## config.mk

```make
export PLATFORM = sky130hd
export DESIGN_NAME = mig_request_adapter_flat
export DESIGN_NICKNAME = d
export VERILOG_FILES = /design/src/rtl/mig_request_adapter_if.sv /design/src/rtl/mig_request_adapter.sv /design/src/flat_wrapper.sv
export SDC_FILE = /design/constraint.sdc
export NUM_CORES = 1
export LEC_CHECK = 0
export BUFFER_PORTS_ARGS = -buffer_cell sky130_fd_sc_hd__buf_2
export CORE_UTILIZATION = 60
export CTS_CLUSTER_SIZE = 25
export DETAILED_ROUTE_END_ITERATION = 7
export PLACE_DENSITY_LB_ADDON = 0.08
export SYNTH_ARGS = -nofsm -noshare
export SYNTH_HDL_FRONTEND = slang
export SYNTH_SLANG_ARGS = --single-unit
```

## constraint.sdc

```tcl
create_clock -name MIG_Clk -period 52.1 [get_ports MIG_Clk]
set_input_delay 15.63 -clock MIG_Clk [delete_from_list [all_inputs] [get_ports MIG_Clk]]
set_output_delay 15.63 -clock MIG_Clk [all_outputs]
set_load 0.01 [all_outputs]
```

## src/rtl/mig_request_adapter_if.sv

```systemverilog
// Bundle of client request/response and MIG app_* signals for mig_request_adapter.
// master = adapter view, slave = client + MIG environment view.
interface mig_request_adapter_if #(
    parameter int unsigned ADDR_WIDTH = 27,
    parameter int unsigned DATA_WIDTH = 128,
    parameter int unsigned MASK_WIDTH = 16
);
    logic                  init_calib_complete;
    logic                  req_valid;
    logic                  req_ready;
    logic                  req_write;
    logic [ADDR_WIDTH-1:0] req_addr;
    logic [DATA_WIDTH-1:0] req_wdata;
    logic [MASK_WIDTH-1:0] req_wmask;
    logic                  rsp_valid;
    logic                  rsp_ready;
    logic [DATA_WIDTH-1:0] rsp_rdata;
    logic                  app_en;
    logic                  app_wdf_wren;
    logic                  app_wdf_end;
    logic [2:0]            app_cmd;
    logic [ADDR_WIDTH-1:0] app_addr;
    logic [DATA_WIDTH-1:0] app_wdf_data;
    logic [MASK_WIDTH-1:0] app_wdf_mask;
    logic                  app_rdy;
    logic                  app_wdf_rdy;
    logic                  app_rd_data_valid;
    logic [DATA_WIDTH-1:0] app_rd_data;
    logic                  busy;
    logic                  err_sticky;

    modport master (
        input  init_calib_complete, req_valid, req_write, req_addr, req_wdata, req_wmask,
               rsp_ready, app_rdy, app_wdf_rdy, app_rd_data_valid, app_rd_data,
        output req_ready, rsp_valid, rsp_rdata, app_en, app_wdf_wren, app_wdf_end, app_cmd,
               app_addr, app_wdf_data, app_wdf_mask, busy, err_sticky
    );

    modport slave (
        output init_calib_complete, req_valid, req_write, req_addr, req_wdata, req_wmask,
               rsp_ready, app_rdy, app_wdf_rdy, app_rd_data_valid, app_rd_data,
        input  req_ready, rsp_valid, rsp_rdata, app_en, app_wdf_wren, app_wdf_end, app_cmd,
               app_addr, app_wdf_data, app_wdf_mask, busy, err_sticky
    );
endinterface

```

## src/rtl/mig_request_adapter.sv

```systemverilog
// Single-outstanding-request adapter onto the MIG app interface; read data returns in order
// through a show-ahead FIFO whose free space is reserved before each read is issued.
module mig_request_adapter #(
    parameter int unsigned ADDR_WIDTH = 27,
    parameter int unsigned DATA_WIDTH = 128,
    parameter int unsigned MASK_WIDTH = 16,
    parameter int unsigned RD_DEPTH   = 8
) (
    input  logic                  MIG_Clk,
    input  logic                  Reset,
    mig_request_adapter_if.master bus
);
    localparam int unsigned PW = $clog2(RD_DEPTH);
    localparam int unsigned CW = PW + 1;
    localparam int unsigned SW = CW + 1;

    typedef enum logic [1:0] {StCalib, StIdle, StWrite, StRead} state_e;

    state_e                state_q, state_d;
    logic                  req_ready_q, rsp_valid_q, busy_q, err_sticky_q;
    logic                  app_en_q, app_wdf_wren_q, app_wdf_end_q;
    logic [2:0]            app_cmd_q;
    logic [ADDR_WIDTH-1:0] app_addr_q;
    logic [DATA_WIDTH-1:0] app_wdf_data_q;
    logic [MASK_WIDTH-1:0] app_wdf_mask_q;
    logic                  cmd_done_q, data_done_q;
    logic [CW-1:0]         pending_q, pending_d, count_q, count_d;
    logic [PW-1:0]         wr_ptr_q, rd_ptr_q;
    logic [DATA_WIDTH-1:0] fifo_q [RD_DEPTH];

    logic cmd_acc, data_acc, rd_issue, push, pop, credit;

    always_comb begin
        cmd_acc  = app_en_q & bus.app_rdy;
        data_acc = app_wdf_wren_q & bus.app_wdf_rdy;
        rd_issue = (state_q == StRead) & cmd_acc;
        // Beats with nothing outstanding are stray and never enter the FIFO.
        push     = bus.app_rd_data_valid & (pending_q != '0);
        pop      = rsp_valid_q & bus.rsp_ready;

        pending_d = pending_q;
        if (rd_issue && !push) begin
            pending_d = pending_q + 1'b1;
        end else if (!rd_issue && push) begin
            pending_d = pending_q - 1'b1;
        end

        count_d = count_q;
        if (push && !pop) begin
            count_d = count_q + 1'b1;
        end else if (!push && pop) begin
            count_d = count_q - 1'b1;
        end

        credit = (SW'(pending_d) + SW'(count_d)) < SW'(RD_DEPTH);

        state_d = state_q;
        unique case (state_q)
            StCalib: if (bus.init_calib_complete) state_d = StIdle;
            StIdle:  if (bus.req_valid) state_d = bus.req_write ? StWrite : StRead;
            StWrite: if ((cmd_done_q | cmd_acc) && (data_done_q | data_acc)) state_d = StIdle;
            StRead:  if (cmd_acc) state_d = StIdle;
            default: state_d = StCalib;
        endcase
    end

    always_ff @(posedge MIG_Clk) begin
        if (Reset) begin
            state_q        <= StCalib;
            req_ready_q    <= 1'b0;
            rsp_valid_q    <= 1'b0;
            busy_q         <= 1'b0;
            err_sticky_q   <= 1'b0;
            app_en_q       <= 1'b0;
            app_wdf_wren_q <= 1'b0;
            app_wdf_end_q  <= 1'b0;
            app_cmd_q      <= '0;
            app_addr_q     <= '0;
            app_wdf_data_q <= '0;
            app_wdf_mask_q <= '0;
            cmd_done_q     <= 1'b0;
            data_done_q    <= 1'b0;
            pending_q      <= '0;
            count_q        <= '0;
            wr_ptr_q       <= '0;
            rd_ptr_q       <= '0;
        end else begin
            state_q     <= state_d;
            req_ready_q <= (state_d == StIdle);
            busy_q      <= (state_d != StIdle) || (pending_d != '0);
            pending_q   <= pending_d;
            count_q     <= count_d;
            rsp_valid_q <= (count_d != '0);
            if (push) wr_ptr_q <= wr_ptr_q + 1'b1;
            if (pop)  rd_ptr_q <= rd_ptr_q + 1'b1;
            if (bus.app_rd_data_valid && pending_q == '0) err_sticky_q <= 1'b1;

            unique case (state_q)
                StIdle: begin
                    if (bus.req_valid) begin
                        app_addr_q     <= {bus.req_addr[ADDR_WIDTH-1:3], 3'b000};
                        app_cmd_q      <= bus.req_write ? 3'd0 : 3'd1;
                        app_wdf_data_q <= bus.req_wdata;
                        app_wdf_mask_q <= bus.req_wmask;
                        cmd_done_q     <= 1'b0;
                        data_done_q    <= 1'b0;
                        if (bus.req_write) begin
                            app_en_q       <= 1'b1;
                            app_wdf_wren_q <= 1'b1;
                            app_wdf_end_q  <= 1'b1;
                        end else begin
                            app_en_q <= credit;
                        end
                    end
                end
                StWrite: begin
                    if (cmd_acc) begin
                        app_en_q   <= 1'b0;
                        cmd_done_q <= 1'b1;
                    end
                    if (data_acc) begin
                        app_wdf_wren_q <= 1'b0;
                        app_wdf_end_q  <= 1'b0;
                        data_done_q    <= 1'b1;
                    end
                end
                StRead: begin
                    // Once raised, app_en stays up until MIG takes the command.
                    if (cmd_acc) begin
                        app_en_q <= 1'b0;
                    end else if (!app_en_q) begin
                        app_en_q <= credit;
                    end
                end
                default: ;
            endcase
        end
    end

    always_ff @(posedge MIG_Clk) begin
        if (push) fifo_q[wr_ptr_q] <= bus.app_rd_data;
    end

    assign bus.req_ready    = req_ready_q;
    assign bus.rsp_valid    = rsp_valid_q;
    assign bus.rsp_rdata    = fifo_q[rd_ptr_q];
    assign bus.app_en       = app_en_q;
    assign bus.app_wdf_wren = app_wdf_wren_q;
    assign bus.app_wdf_end  = app_wdf_end_q;
    assign bus.app_cmd      = app_cmd_q;
    assign bus.app_addr     = app_addr_q;
    assign bus.app_wdf_data = app_wdf_data_q;
    assign bus.app_wdf_mask = app_wdf_mask_q;
    assign bus.busy         = busy_q;
    assign bus.err_sticky   = err_sticky_q;
endmodule
```

## src/flat_wrapper.sv

```systemverilog
// flat-port wrapper written by rule: the top's interface ports become plain ports
module mig_request_adapter_flat 
#(
    parameter int unsigned ADDR_WIDTH = 27,
    parameter int unsigned DATA_WIDTH = 128,
    parameter int unsigned MASK_WIDTH = 16,
    parameter int unsigned RD_DEPTH   = 8
)
  (MIG_Clk, Reset, bus_init_calib_complete, bus_req_valid, bus_req_write, bus_req_addr, bus_req_wdata, bus_req_wmask, bus_rsp_ready, bus_app_rdy, bus_app_wdf_rdy, bus_app_rd_data_valid, bus_app_rd_data, bus_req_ready, bus_rsp_valid, bus_rsp_rdata, bus_app_en, bus_app_wdf_wren, bus_app_wdf_end, bus_app_cmd, bus_app_addr, bus_app_wdf_data, bus_app_wdf_mask, bus_busy, bus_err_sticky);
  mig_request_adapter_if #(.ADDR_WIDTH(ADDR_WIDTH), .DATA_WIDTH(DATA_WIDTH), .MASK_WIDTH(MASK_WIDTH)) bus_i ();
  input  logic MIG_Clk;
  input  logic Reset;
  input wire logic [$bits(bus_i.init_calib_complete)-1:0] bus_init_calib_complete;
  input wire logic [$bits(bus_i.req_valid)-1:0] bus_req_valid;
  input wire logic [$bits(bus_i.req_write)-1:0] bus_req_write;
  input wire logic [$bits(bus_i.req_addr)-1:0] bus_req_addr;
  input wire logic [$bits(bus_i.req_wdata)-1:0] bus_req_wdata;
  input wire logic [$bits(bus_i.req_wmask)-1:0] bus_req_wmask;
  input wire logic [$bits(bus_i.rsp_ready)-1:0] bus_rsp_ready;
  input wire logic [$bits(bus_i.app_rdy)-1:0] bus_app_rdy;
  input wire logic [$bits(bus_i.app_wdf_rdy)-1:0] bus_app_wdf_rdy;
  input wire logic [$bits(bus_i.app_rd_data_valid)-1:0] bus_app_rd_data_valid;
  input wire logic [$bits(bus_i.app_rd_data)-1:0] bus_app_rd_data;
  output wire logic [$bits(bus_i.req_ready)-1:0] bus_req_ready;
  output wire logic [$bits(bus_i.rsp_valid)-1:0] bus_rsp_valid;
  output wire logic [$bits(bus_i.rsp_rdata)-1:0] bus_rsp_rdata;
  output wire logic [$bits(bus_i.app_en)-1:0] bus_app_en;
  output wire logic [$bits(bus_i.app_wdf_wren)-1:0] bus_app_wdf_wren;
  output wire logic [$bits(bus_i.app_wdf_end)-1:0] bus_app_wdf_end;
  output wire logic [$bits(bus_i.app_cmd)-1:0] bus_app_cmd;
  output wire logic [$bits(bus_i.app_addr)-1:0] bus_app_addr;
  output wire logic [$bits(bus_i.app_wdf_data)-1:0] bus_app_wdf_data;
  output wire logic [$bits(bus_i.app_wdf_mask)-1:0] bus_app_wdf_mask;
  output wire logic [$bits(bus_i.busy)-1:0] bus_busy;
  output wire logic [$bits(bus_i.err_sticky)-1:0] bus_err_sticky;
  assign bus_i.init_calib_complete = bus_init_calib_complete;
  assign bus_i.req_valid = bus_req_valid;
  assign bus_i.req_write = bus_req_write;
  assign bus_i.req_addr = bus_req_addr;
  assign bus_i.req_wdata = bus_req_wdata;
  assign bus_i.req_wmask = bus_req_wmask;
  assign bus_i.rsp_ready = bus_rsp_ready;
  assign bus_i.app_rdy = bus_app_rdy;
  assign bus_i.app_wdf_rdy = bus_app_wdf_rdy;
  assign bus_i.app_rd_data_valid = bus_app_rd_data_valid;
  assign bus_i.app_rd_data = bus_app_rd_data;
  assign bus_req_ready = bus_i.req_ready;
  assign bus_rsp_valid = bus_i.rsp_valid;
  assign bus_rsp_rdata = bus_i.rsp_rdata;
  assign bus_app_en = bus_i.app_en;
  assign bus_app_wdf_wren = bus_i.app_wdf_wren;
  assign bus_app_wdf_end = bus_i.app_wdf_end;
  assign bus_app_cmd = bus_i.app_cmd;
  assign bus_app_addr = bus_i.app_addr;
  assign bus_app_wdf_data = bus_i.app_wdf_data;
  assign bus_app_wdf_mask = bus_i.app_wdf_mask;
  assign bus_busy = bus_i.busy;
  assign bus_err_sticky = bus_i.err_sticky;
  mig_request_adapter #(.ADDR_WIDTH(ADDR_WIDTH), .DATA_WIDTH(DATA_WIDTH), .MASK_WIDTH(MASK_WIDTH), .RD_DEPTH(RD_DEPTH)) u_core (.MIG_Clk(MIG_Clk), .Reset(Reset), .bus(bus_i));
endmodule
```

After elaboration in Yosys (flattened, before gate mapping) --
Memories as Yosys holds them, arrays and structs flattened. A register that Yosys moved wholly into a read port is not among the register bits. Index checks and enable logic that the tools add are counted.
Word-level totals: register bits after elaboration 195, RAM bits 1024, bits of input ports 308, output and inout port bits 309, logic and storage cells 94, memories 1
Operators by class: add/subtract/negate cells 7, order comparisons 1, eq/ne operators 9, multiplexer cells 30, bitwise logic cells 7, reduce and logical (&&, ||, !) cells 22
Memory list:
- u_core.fifo_q | words 8, width 128, read ports 1, clocked after Yosys merged registers in 1, wr ports 1, RTL line mig_request_adapter.sv:29 | logic [DATA_WIDTH-1:0] fifo_q [RD_DEPTH];
Operators by type and width (count):
- two-way mux 4 bit | 4
- two-way mux 1 bit | 15
- nonzero test 4 bit | 3
- AND reduction 3 bit | 3
- adder 4 x 1 -> 4 bit (second input constant) | 2
- two-way mux 2 bit | 4
- case mux 2 bit (4 select lines) | 1
- subtractor 4 x 1 -> 4 bit (second input constant) | 2
- adder 3 x 1 -> 3 bit (second input constant) | 2
- logical AND 1 bit | 6
- two-way mux 3 bit | 2
- != test 2 x 1 -> 1 bit (second input constant) | 3
- case mux 1 bit (2 select lines) | 3
- adder 4 x 4 -> 5 bit | 1
- bitwise AND 1 bit | 5
- < comparator 5 x 4 -> 1 bit (second input constant) | 1
- == test 2 x 1 -> 1 bit (second input constant) | 2
- == test 2 bit (second input constant) | 2
- logical NOT 4 bit | 1
- != test 2 bit (second input constant) | 2
- AND reduction 4 bit | 1
- logical NOT 1 bit | 3
- case mux 1 bit (3 select lines) | 1
- nonzero test 3 bit | 1
- 5 further kinds | 6

Logic depth before layout (Yosys ltp) --
depth after elaboration 11, gate-level depth with buffers 14, mapped depth without buffers 14

Worst setup path after synthesis --
Ideal clock, no wire load.
path kind input -> register, start point input bus_app_rd_data_valid, end point memory u_core.fifo_q[0][0] (enable), arrival time 28.173 ns, data required time 51.171 ns, setup slack 22.998 ns, cell stages on the path 4, path buffers 2, path through buf_2 > nand2_1 > buf_6 > nor4_1
Between the ends: cells in the longest elaborated chain, start to end 3
RTL lines:
- start: declaration | RTL line flat_wrapper.sv:22 | input wire logic [$bits(bus_i.app_rd_data_valid)-1:0] bus_app_rd_data_valid;
- bitwise AND 1 bit | RTL line mig_request_adapter.sv:38 | push = bus.app_rd_data_valid & (pending_q != '0);
- two-way mux 1 bit | RTL line mig_request_adapter.sv:141 | if (push) fifo_q[wr_ptr_q] <= bus.app_rd_data;
- two-way mux 1 bit (implied by the code) | RTL line mig_request_adapter.sv:141
- end: declaration | RTL line mig_request_adapter.sv:29
Every way passes these cells.

==> impl_metrics.csv <==
group,metric,value,unit
clock_network,clockBufferDepth,3,
synth,ys_async_sr_fraction,0,%
min_path,hold_class,"reg -> reg",
sta,slew_violations,0,
die,die_area,0.0771,mm2
detailed_routing,route.detailed.drc,0,
worst_setup_path,r2r-start,"u_core.pending_q[0]",
synth,synth_fa_ha_area_share,0.219,%
worst_setup_path,critPathRequiredTime,36470,ps
min_path,whs_path_depth,2,
die,die_x,278,um
power,p_switching,0.000596,W
outcome,status,"complete, no violations",
synth,yosys.area.top_type,"edfxtp_1",
power,clkPwrFrac,36.1,%
power,p_seq_share,47.6,%
worst_setup_path,critPathMaxFanout,121,
power,total_power,0.00240,W
detailed_routing,num_vias,24200,
grt,antenna_found_initial,34,
clock_network,postCtsSetupBuffers,0,
power,power_density,44.7,mW/mm2
grt,grt_start_max_net_pins,122,
sta,timing.final.crit_share,39.2,%
synth,syn_inst,2408,
clock_network,worst_skew_pair.late_latency,680,ps
sta,min_period,20430,ps
synth,synth_top_cell_area_share,67.4,%
synth,yosysWarnings,0,
worst_setup_path,reg2reg_to,"u_core.fifo_q[7][7]",
sta,slew_headroom,27.2,%
detailed_routing,avgViaCountPerCell,5.86,
detailed_routing,routed_wirelength,104,mm
synth,synth_seq_cells,1220,
worst_setup_path,reg2reg_depth,8,
sta,setup_viol,0,
synth,syn-cell-area,0.0456,mm2
layout,fin_cells,4125,
power,ir_worst_vdd,28.6,uV
synth,synth-compound-area-share,2.54,%
power,p_leak,18.3,nW
synth,synth_top_family_by_area,"multiplexers",
clock_network,cts_resized,0,
synth,synthSimpleGateAreaFrac,3.69,%
detailed_routing,initialDrtViolationCount,1948,
sta,setup_tns,0,ps
grt,grt-ovfl-total,0,
layout,drive_gt1_share,39.6,%
layout,area_growth,17.7,%
worst_setup_path,endpoint_kind,"output port",
grt,grt_pass1_vias,25300,
die,start_util,61.0,%
synth,ys_top_cells_by_area,"edfxtp_1 (67%), mux4_2 (13%), dfxtp_1 (8.6%)",
die,num_rows,100,
synth,synth_edf_count,1024,
worst_setup_path,arrival,4800,ps
layout,fill_cells,4696,
die,coreArea,0.0748,mm2
power,swShare,24.8,%
detailed_routing,dr.pass1.iters,5,
worst_setup_path,crit_type,"reg -> out",
clock_network,cts_hold_buf,0,
grt,grt_usage,27.3,%
clock_network,clockRootBuffer,"clkbuf_16",
synth,muxShareOfSynthArea,15.9,%
synth,yosys_most_used_dff,"edfxtp_1",
sta,fin_worst_skew,23.6,ps
power,p_int,0.00181,W
clock_network,clkTransAtPathRegs,60,ps
layout,multi_input_area,0.0103,mm2
worst_setup_path,r2r_setup_slack,48410,ps
detailed_routing,avgRoutedWirePerCell,25.2,um
power,pwr-share-comb,16.2,%
clock_network,cts_made_buffers,120,
placement,dpl.hpwl,62.3,mm
synth,avgSynthCellArea,18.9,um2
detailed_routing,final_antenna_net_count,0,
sta,grt_setup_unrepaired,"no",
min_path,hold_end,"u_core.bus.app_addr[4]",
clock_network,ctsHtreeMaxLevel,3,
layout,ff_latch_area,0.0347,mm2
placement,place_congestion,0.924,
layout,fin_area,0.0537,mm2
synth,synth_cell_types,52,
placement,io_buffers,608,
sta,tightest_slew,1090,ps
die,die_h,278,um
placement,dp.cells,3886,
min_path,hold_start,"u_core.bus.app_addr[4]",
die,io_pins,617,
worst_setup_path,worstSetupStartpointType,"register",
layout,nNetsFinal,3355,
grt,grt_pass1_wl,156,mm
placement,place_area,0.0496,mm2
sta,finalHoldViolations,0,
synth,ys_seq_area_share,76.0,%
clock_network,cts_tree,"built",
job,cap_violations,0,
clock_network,cts_sinks,1220,
sta,max_freq,48.9,MHz
synth,synth_xor_area_share,0.173,%
## area by class of cell
cell class,count,share of cell area (%)
clock inverter,84,1.59
tap,969,2.26
multi-input combinational,1041,19.3
timing repair buffer,646,6.23
inverter,10,0.0699
clock buffer,141,5.90
sequential,1220,64.6
antenna,14,0.0653
## layout by cell type, fill, tap and decap left out, types with 3 or more instances in the layout
cell type / n
clkinv_2: 37
nor2b_1: 4
nor2_1: 21
clkinvlp_4: 5
a211oi_1: 4
clkbuf_1: 16
ha_1: 8
nand2_1: 354
dfxtp_1: 193
nor3_2: 4
mux2_2: 128
bufinv_16: 15
nand4_1: 3
inv_6: 3
edfxtp_1: 1024
xor2_1: 3
o21ai_0: 4
nand3_1: 4
buf_4: 38
mux2i_1: 3
nor2_4: 4
a21oi_1: 187
clkbuf_16: 123
a31oi_1: 5
xnor2_1: 6
buf_2: 607
clkinv_1: 19
mux4_2: 256
nor3_1: 3
dfxtp_4: 3
diode_2: 14
inv_1: 10
nand2b_1: 4
conb_1: 5
## routing by layer
layer	wire, um	vias up	track usage [%]
li1	-	10700	-
met1	41000	12400	35.8
met2	52900	858	46.1
met3	7200	198	5.74
met4	2710	22	8.46
met5	137	-	0
## worst max-delay path by stage
stage,slack (ps),start,end,cells past startpoint
final,31670,register,bus_rsp_rdata[82],6
after global placement,32170,register,bus_rsp_rdata[66],6
after floorplan,23000,bus_app_rd_data_valid,u_core.fifo_q[0][0],4
after global routing,31160,register,bus_rsp_rdata[55],6
after detailed placement,32140,register,bus_rsp_rdata[66],6
after CTS,31410,register,bus_rsp_rdata[77],6
## flip-flops by register name, indices dropped and copies added, names as in the netlist, named ones only
register                 count
u_core.rd_ptr_q              3
u_core.bus.busy              1
u_core.wr_ptr_q              3
u_core.cmd_done_q            1
u_core.bus.app_wdf_end       1
u_core.bus.app_en            1
u_core.bus.app_wdf_data    128
u_core.state_q               2
u_core.bus.app_addr         24
u_core.bus.app_cmd           1
u_core.data_done_q           1
u_core.fifo_q             1024
u_core.pending_q             4
u_core.count_q               4
u_core.bus.app_wdf_mask     16
u_core.bus.err_sticky        1
u_core.bus.req_ready         1
u_core.bus.rsp_valid         1
## metrics by stage
stage / worst slack (ps) / util [%] / hold WS (ps)
after floorplan: 23000 / - / 446
after global placement: 32170 / 66.3 / 438
after detailed placement: 32140 / 66.3 / 444
after CTS: 31410 / 71.7 / 452
after global routing: 31160 / 71.7 / 470
final: 31670 / 71.7 / 454
## cell usage after synthesis (5+ instances only)
library cell,instances
inv_1,10
buf_2,43
mux2_2,128
edfxtp_1,1024
nand2_1,354
nor3_1,7
ha_1,8
xnor2_1,6
buf_4,6
clkbuf_1,86
dfxtp_1,196
mux4_2,256
a21oi_1,187
a31oi_1,5
nor2_1,25
## power by group through the flow
stage               combinational, W  sequential, W  clock (W)
floorplan                   0.000255        0.00118          0
global placement            0.000390        0.00116          0
detailed placement          0.000395        0.00116          0
CTS                         0.000398        0.00114   0.000881
global route                0.000420        0.00115   0.000918
finish                      0.000390        0.00114   0.000868
## critical path, cell delays in order, from the launching register on
cell and delay, ps:
dfxtp_4 730, buf_12 740, buf_4 820, buf_4 610
mux4_2 580, mux2_2 270, buf_2 160
## logic make-up (layout without fill, tap and decap cells)
group	Yosys count	after routing
fa+ha+maj	8	8
flops	1220	1220
xor+xnor	9	9
other cells	1	19
compound gates	213	213
mux	388	388
simple gates	418	418
buf+inv	151	881
(Power assumes the default switching activity.)
